==> config.mk <==
export PLATFORM = sky130hd
export DESIGN_NAME = line_raster_engine
export DESIGN_NICKNAME = d
export VERILOG_FILES = /design/src/rtl/line_raster_engine.sv
export SDC_FILE = /design/constraint.sdc
export NUM_CORES = 1
export LEC_CHECK = 0
export ABC_AREA = 0
export CAP_MARGIN = 20
export CORE_MARGIN = 10
export CORE_UTILIZATION = 50
export CTS_CLUSTER_SIZE = 40
export DETAILED_ROUTE_END_ITERATION = 10
export GPL_TIMING_DRIVEN = 0
export MAX_ROUTING_LAYER = met4
export PLACE_DENSITY = 0.68
export SLEW_MARGIN = 30
export SYNTH_ARGS = -nofsm -noshare
export SYNTH_HDL_FRONTEND = slang
export SYNTH_SLANG_ARGS = --single-unit
==> constraint.sdc <==
create_clock -name clk -period 10.8 [get_ports clk]
set_input_delay 2.16 -clock clk [delete_from_list [all_inputs] [get_ports clk]]
set_output_delay 2.16 -clock clk [all_outputs]
set_load 0.005 [all_outputs]
==> src/rtl/line_raster_engine.sv <==
// Line / filled-rectangle rasteriser: one {y,x} pixel write per accepted valid/ready beat.
// Optional build macro LINE_RASTER_CLIP_EN suppresses writes outside PIXEL_WIDTH x PIXEL_HEIGHT.
module line_raster_engine #(
  parameter int PIXEL_WIDTH  = 1024,
  parameter int PIXEL_HEIGHT = 768,
  parameter int X_BITS       = $clog2(PIXEL_WIDTH),
  parameter int Y_BITS       = $clog2(PIXEL_HEIGHT),
  parameter int COLOR_BITS   = 8,
  parameter int ADDR_BITS    = X_BITS + Y_BITS
) (
  input  logic                  clk,
  input  logic                  rst,
  input  logic [X_BITS-1:0]     cmd_x0,
  input  logic [Y_BITS-1:0]     cmd_y0,
  input  logic [X_BITS-1:0]     cmd_x1,
  input  logic [Y_BITS-1:0]     cmd_y1,
  input  logic [COLOR_BITS-1:0] cmd_color,
  input  logic                  cmd_mode,
  input  logic                  cmd_valid,
  output logic                  cmd_ready,
  output logic                  wr_valid,
  input  logic                  wr_ready,
  output logic [ADDR_BITS-1:0]  wr_addr,
  output logic [COLOR_BITS-1:0] wr_data,
  output logic                  busy,
  output logic                  done,
  output logic [1:0]            dbg_state_o
);

  // Both streams are valid/ready: a beat transfers on a rising edge where valid & ready are both high;
  // once wr_valid rises it stays high with addr/data frozen until that transfer happens.
  localparam int CW = ((X_BITS > Y_BITS) ? X_BITS : Y_BITS) + 2;
  localparam int NW = X_BITS + Y_BITS + 1;
  localparam logic signed [CW-1:0] ONE = 1;

  typedef enum logic [1:0] {S_IDLE, S_SETUP, S_DRAW, S_DONE} state_t;

  state_t                  state_q, state_d;
  logic [X_BITS-1:0]       x_q, x_d, xe_q, xe_d, x_lo_q, x_lo_d, x_hi_q, x_hi_d;
  logic [Y_BITS-1:0]       y_q, y_d, ye_q, ye_d;
  logic [COLOR_BITS-1:0]   color_q, color_d;
  logic                    mode_q, mode_d, sx_q, sx_d, sy_q, sy_d;
  logic signed [CW-1:0]    dx_q, dx_d, dy_q, dy_d, err_q, err_d;
  logic [NW-1:0]           cnt_q, cnt_d;

  logic signed [CW-1:0]    xs, xe, ys, ye, adx, ady, err_n;
  logic signed [CW:0]      e2;
  logic [NW-1:0]           span_line, len_rect;
  logic                    on_screen, cmd_fire, advance;

  assign xs  = $signed({{(CW-X_BITS){1'b0}}, x_q});
  assign xe  = $signed({{(CW-X_BITS){1'b0}}, xe_q});
  assign ys  = $signed({{(CW-Y_BITS){1'b0}}, y_q});
  assign ye  = $signed({{(CW-Y_BITS){1'b0}}, ye_q});
  assign adx = (xe >= xs) ? xe - xs : xs - xe;
  assign ady = (ye >= ys) ? ye - ys : ys - ye;
  assign e2  = {err_q, 1'b0};

  // cnt holds pixels remaining minus one; termination never compares coordinates
  assign span_line = (adx >= ady) ? NW'(adx) : NW'(ady);
  assign len_rect  = NW'(adx + ONE) * NW'(ady + ONE);

`ifdef LINE_RASTER_CLIP_EN
  localparam logic [X_BITS:0] X_LIM = (X_BITS+1)'(PIXEL_WIDTH);
  localparam logic [Y_BITS:0] Y_LIM = (Y_BITS+1)'(PIXEL_HEIGHT);
  assign on_screen = ({1'b0, x_q} < X_LIM) && ({1'b0, y_q} < Y_LIM);
`else
  assign on_screen = 1'b1;
`endif

  assign cmd_ready   = (state_q == S_IDLE) || (state_q == S_DONE);
  assign cmd_fire    = cmd_valid && cmd_ready;
  assign busy        = (state_q == S_SETUP) || (state_q == S_DRAW);
  assign done        = (state_q == S_DONE);
  assign wr_valid    = (state_q == S_DRAW) && on_screen;
  // Off-screen pixels step through in a single cycle without a write
  assign advance     = (state_q == S_DRAW) && (on_screen ? wr_ready : 1'b1);
  assign wr_addr     = {y_q, x_q};
  assign wr_data     = color_q;
  assign dbg_state_o = state_q;

  always_comb begin
    state_d = state_q;
    x_d     = x_q;
    xe_d    = xe_q;
    x_lo_d  = x_lo_q;
    x_hi_d  = x_hi_q;
    y_d     = y_q;
    ye_d    = ye_q;
    color_d = color_q;
    mode_d  = mode_q;
    sx_d    = sx_q;
    sy_d    = sy_q;
    dx_d    = dx_q;
    dy_d    = dy_q;
    err_d   = err_q;
    cnt_d   = cnt_q;
    err_n   = err_q;
    case (state_q)
      S_IDLE, S_DONE: begin
        state_d = S_IDLE;
        if (cmd_fire) begin
          state_d = S_SETUP;
          x_d     = cmd_x0;
          y_d     = cmd_y0;
          xe_d    = cmd_x1;
          ye_d    = cmd_y1;
          color_d = cmd_color;
          mode_d  = cmd_mode;
        end
      end
      S_SETUP: begin
        state_d = S_DRAW;
        dx_d    = adx;
        dy_d    = -ady;
        err_d   = adx - ady;
        sx_d    = (xe_q >= x_q);
        sy_d    = (ye_q >= y_q);
        cnt_d   = mode_q ? len_rect - NW'(1) : span_line;
        x_lo_d  = (x_q <= xe_q) ? x_q : xe_q;
        x_hi_d  = (x_q <= xe_q) ? xe_q : x_q;
        if (mode_q) begin
          x_d = (x_q <= xe_q) ? x_q : xe_q;
          y_d = (y_q <= ye_q) ? y_q : ye_q;
        end
      end
      S_DRAW: begin
        if (advance) begin
          if (cnt_q == '0) begin
            state_d = S_DONE;
          end else begin
            cnt_d = cnt_q - NW'(1);
            if (mode_q) begin
              if (x_q == x_hi_q) begin
                x_d = x_lo_q;
                y_d = y_q + 1'b1;
              end else begin
                x_d = x_q + 1'b1;
              end
            end else begin
              // Both tests use the pre-step error term
              if (e2 >= dy_q) begin
                err_n = err_n + dy_q;
                x_d   = sx_q ? x_q + 1'b1 : x_q - 1'b1;
              end
              if (e2 <= dx_q) begin
                err_n = err_n + dx_q;
                y_d   = sy_q ? y_q + 1'b1 : y_q - 1'b1;
              end
              err_d = err_n;
            end
          end
        end
      end
      default: state_d = S_IDLE;
    endcase
  end

  always_ff @(posedge clk) begin
    if (rst) begin
      state_q <= S_IDLE;
      x_q     <= '0;
      xe_q    <= '0;
      x_lo_q  <= '0;
      x_hi_q  <= '0;
      y_q     <= '0;
      ye_q    <= '0;
      color_q <= '0;
      mode_q  <= 1'b0;
      sx_q    <= 1'b0;
      sy_q    <= 1'b0;
      dx_q    <= '0;
      dy_q    <= '0;
      err_q   <= '0;
      cnt_q   <= '0;
    end else begin
      state_q <= state_d;
      x_q     <= x_d;
      xe_q    <= xe_d;
      x_lo_q  <= x_lo_d;
      x_hi_q  <= x_hi_d;
      y_q     <= y_d;
      ye_q    <= ye_d;
      color_q <= color_d;
      mode_q  <= mode_d;
      sx_q    <= sx_d;
      sy_q    <= sy_d;
      dx_q    <= dx_d;
      dy_q    <= dy_d;
      err_q   <= err_d;
      cnt_q   <= cnt_d;
    end
  end

endmodule

==> flow_metrics.env <==
export IMPL_start_util_pct=50.5
export IMPL_h_tree_depth=4
export IMPL_n_fill_cell=3295
export IMPL_dp_slack_ps=-1650
export IMPL_dieWidth_um=206
export IMPL_place_congestion=1.00
export IMPL_critPathMaxFanout=10
export IMPL_first_pass_iters=6
export IMPL_grt_pass1_vias=16400
export IMPL_placementRows=68
export IMPL_coreArea_mm2=0.0344
export IMPL_die_h_um=206
export IMPL_final_util_pct=57.3
export IMPL_postRouteAntennaNets=0
export IMPL_min_period_ps=10340
export IMPL_clk_pin_slew_ps=60
export IMPL_layout_common_cells="inv_1, nor2_1, nand2_1"
export IMPL_numCtsBuffers=17
export IMPL_slowest_stage="xnor2_1"
export IMPL_grt_antenna_before_repair=0
export IMPL_grt_first_pass_wirelength_um=91700
export IMPL_cts_sinks=129
export IMPL_tightest_slew_ps=928
export IMPL_setup_violations=0
export IMPL_final_cells=2831
export IMPL_cpMostUsedCell="fa_1"
export IMPL_hp_class="reg2reg"
export IMPL_maxCapViolCount=0
export IMPL_yosys_warnings=0
export IMPL_drtIter0Drc=1530
export IMPL_clockBufferDepth=2
export IMPL_min_period_over_period_pct=95.7
export IMPL_synth_area_mm2=0.0173
export IMPL_synth_edff_count=0
export IMPL_ios=87
export IMPL_hold_viol_final=0
export IMPL_syn_instance_count=2255
export IMPL_arrival_ps=10660
export IMPL_ff_latch_area_mm2=0.00258
export IMPL_clk_latency_ps=450
export IMPL_multiInputGateArea_mm2=0.0134
export IMPL_dp_hpwl_um=46800
export IMPL_dp_cells=2796
export IMPL_cts_tree="built"
export IMPL_n_antenna_cell=0
export IMPL_routed_via_count=16600
export IMPL_critPathKind="reg2reg"
export IMPL_crit_buf_inv=9
export IMPL_ys_seq_area_share_pct=14.9
export IMPL_synth_largest_area_cell="fa_1"
export IMPL_endpoint_kind="register"
export IMPL_outcome="completed"
export IMPL_track_usage_pct=28.4
export IMPL_synthTopCellsByArea="fa_1, dfxtp_1, ha_1, inv_1, nor2_1"
export IMPL_post_synth_cell_area_avg_um2=7.69
export IMPL_slew_limit_headroom_pct=37.7
export IMPL_portBuffers=86
export IMPL_timing_hold_ws_ps=461
export IMPL_cts_root_buf="clkbuf_16"
export IMPL_finClkSkew_ps=8.88
export IMPL_max_stage_delay_ps=740
export IMPL_final_nets=2730
export IMPL_ys_seq_elements=129
export IMPL_synthToLayoutAreaGrowth_pct=13.6
export IMPL_synth_cell_types=85
export IMPL_yosysTopAreaCellShare_pct=17.1
export IMPL_setup_ws_ps=465
export IMPL_via_per_inst=5.85
export IMPL_grt_max_degree=17
export IMPL_synthArstFlopShare_pct=0
export IMPL_drv_slew=0
export IMPL_drive_above_1_share_pct=5.77
export IMPL_worstPathRequired_ps=11120
export IMPL_drt_total_wl_um=57600
export IMPL_rsz0062_at_grt="no"
export IMPL_route_detailed_drc=0
export IMPL_final_common_cell="inv_1"
export IMPL_synth_nets=2620
export IMPL_wl_per_cell_um=20.4
export IMPL_overflow=0
export IMPL_dieArea_mm2=0.0425
export IMPL_cp_start_kind="register"
export IMPL_fmax_mhz=96.8
export IMPL_cp_top_family="adder cells"
export IMPL_ys_flop_type="dfxtp_1"
[timing repair]
| action | in CTS | in global routing |
|---|---|---|
| buffers inserted | 4 | 3 |
| endpoints found under the hold margin | 0 | 0 |
| setup endpoints to repair | 9 | 8 |
| hold buffers | 0 | 0 |
| pin swaps | 2 | 2 |
| gates resized for setup | 20 | 40 |
[path summary, 6_finish.rpt]
kind / cells past startpoint / slack, ps / end / from
hold reg to reg: 2 / 460 / wr_data[4]$_SDFFE_PP0P_ / wr_data[4]$_SDFFE_PP0P_
setup / recovery: 37 / 460 / cnt_q[20]$_SDFFE_PP0P_ / x_q[7]$_SDFFE_PP0P_
hold / removal: 2 / 460 / wr_data[4]$_SDFFE_PP0P_ / wr_data[4]$_SDFFE_PP0P_
setup reg to reg: 37 / 460 / cnt_q[20]$_SDFFE_PP0P_ / x_q[7]$_SDFFE_PP0P_
[cell families (layout without fill, tap and decap cells)]
kind of cell,after synthesis,count (layout),synth area share [%]
XOR/XNOR,114,114,5.76
buffers and inverters,423,544,9.25
flip-flops,129,129,14.9
adder cells (fa/ha/maj),313,313,29.0
multiplexers,54,54,3.27
AND/OR/NAND/NOR,714,714,18.6
AO/OA/AOI/OAI,508,508,19.3
[synth_stat cells, types with 10 or more instances]
| library cell | n |
|---|---|
| dfxtp_1 | 129 |
| o21bai_1 | 11 |
| nand4_1 | 15 |
| nor4_1 | 14 |
| xnor2_1 | 90 |
| nand2_1 | 219 |
| mux2_2 | 22 |
| o2111ai_1 | 10 |
| mux2i_1 | 32 |
| nand3_1 | 35 |
| nand2b_1 | 27 |
| clkbuf_1 | 91 |
| o211ai_1 | 12 |
| o22ai_1 | 10 |
| nor2b_1 | 23 |
| nor2_1 | 261 |
| a22oi_1 | 13 |
| a211oi_1 | 61 |
| ha_1 | 164 |
| nor3_1 | 48 |
| fa_1 | 148 |
| and3_1 | 10 |
| xor2_1 | 24 |
| and2_1 | 10 |
| a31oi_1 | 10 |
| o21ai_0 | 84 |
| inv_1 | 315 |
| a21oi_1 | 163 |
| a21o_1 | 35 |
| or3_1 | 14 |
| o21a_1 | 17 |
[registers in the layout, summed over array words and instances (netlist names)]
signal       cells
wr_data          8
x_lo_q          10
y_q             10
dbg_state_o      2
mode_q           1
ye_q            10
cnt_q           21
xe_q            10
sy_q             1
dx_q            11
dy_q            12
x_hi_q          10
err_q           12
x_q             10
sx_q             1
[through the flow]
step                instance area (µm²)  TNS, ps
CTS                               19500        0
floorplan                         17300        0
global route                      19700        0
global placement                  18800    -5780
finish                            19700        0
detailed placement                18800    -5830
[final cells by class]
class                           instances  share of cell area, %
Timing Repair Buffer                   94                   4.66
Clock inverter                         11                  0.775
Tap cell                              455                   2.89
Sequential cell                       129                   13.1
Buffer                                101                   2.07
Clock buffer                           19                   2.30
Inverter                              319                   6.08
Multi-Input combinational cell       1703                   68.1
[layer usage]
| layer | track usage (%) | wire [µm] | share of wire [%] |
|---|---|---|---|
| met1 | 37.8 | 25400 | 44 |
| met2 | 43.6 | 26100 | 45 |
| met3 | 3.39 | 4060 | 7.1 |
| met4 | 10.4 | 2010 | 3.5 |
| met5 | - | 0 | 0 |
[worst min-delay path, stage by stage (launching register included)]
cell	delay, ps
dfxtp_1	310
nand2_1	50
a21oi_1	50
Power is left out: the tool's default activity adds up to more than one toggle a clock period on the data nets, which glitch-free logic cannot reach.
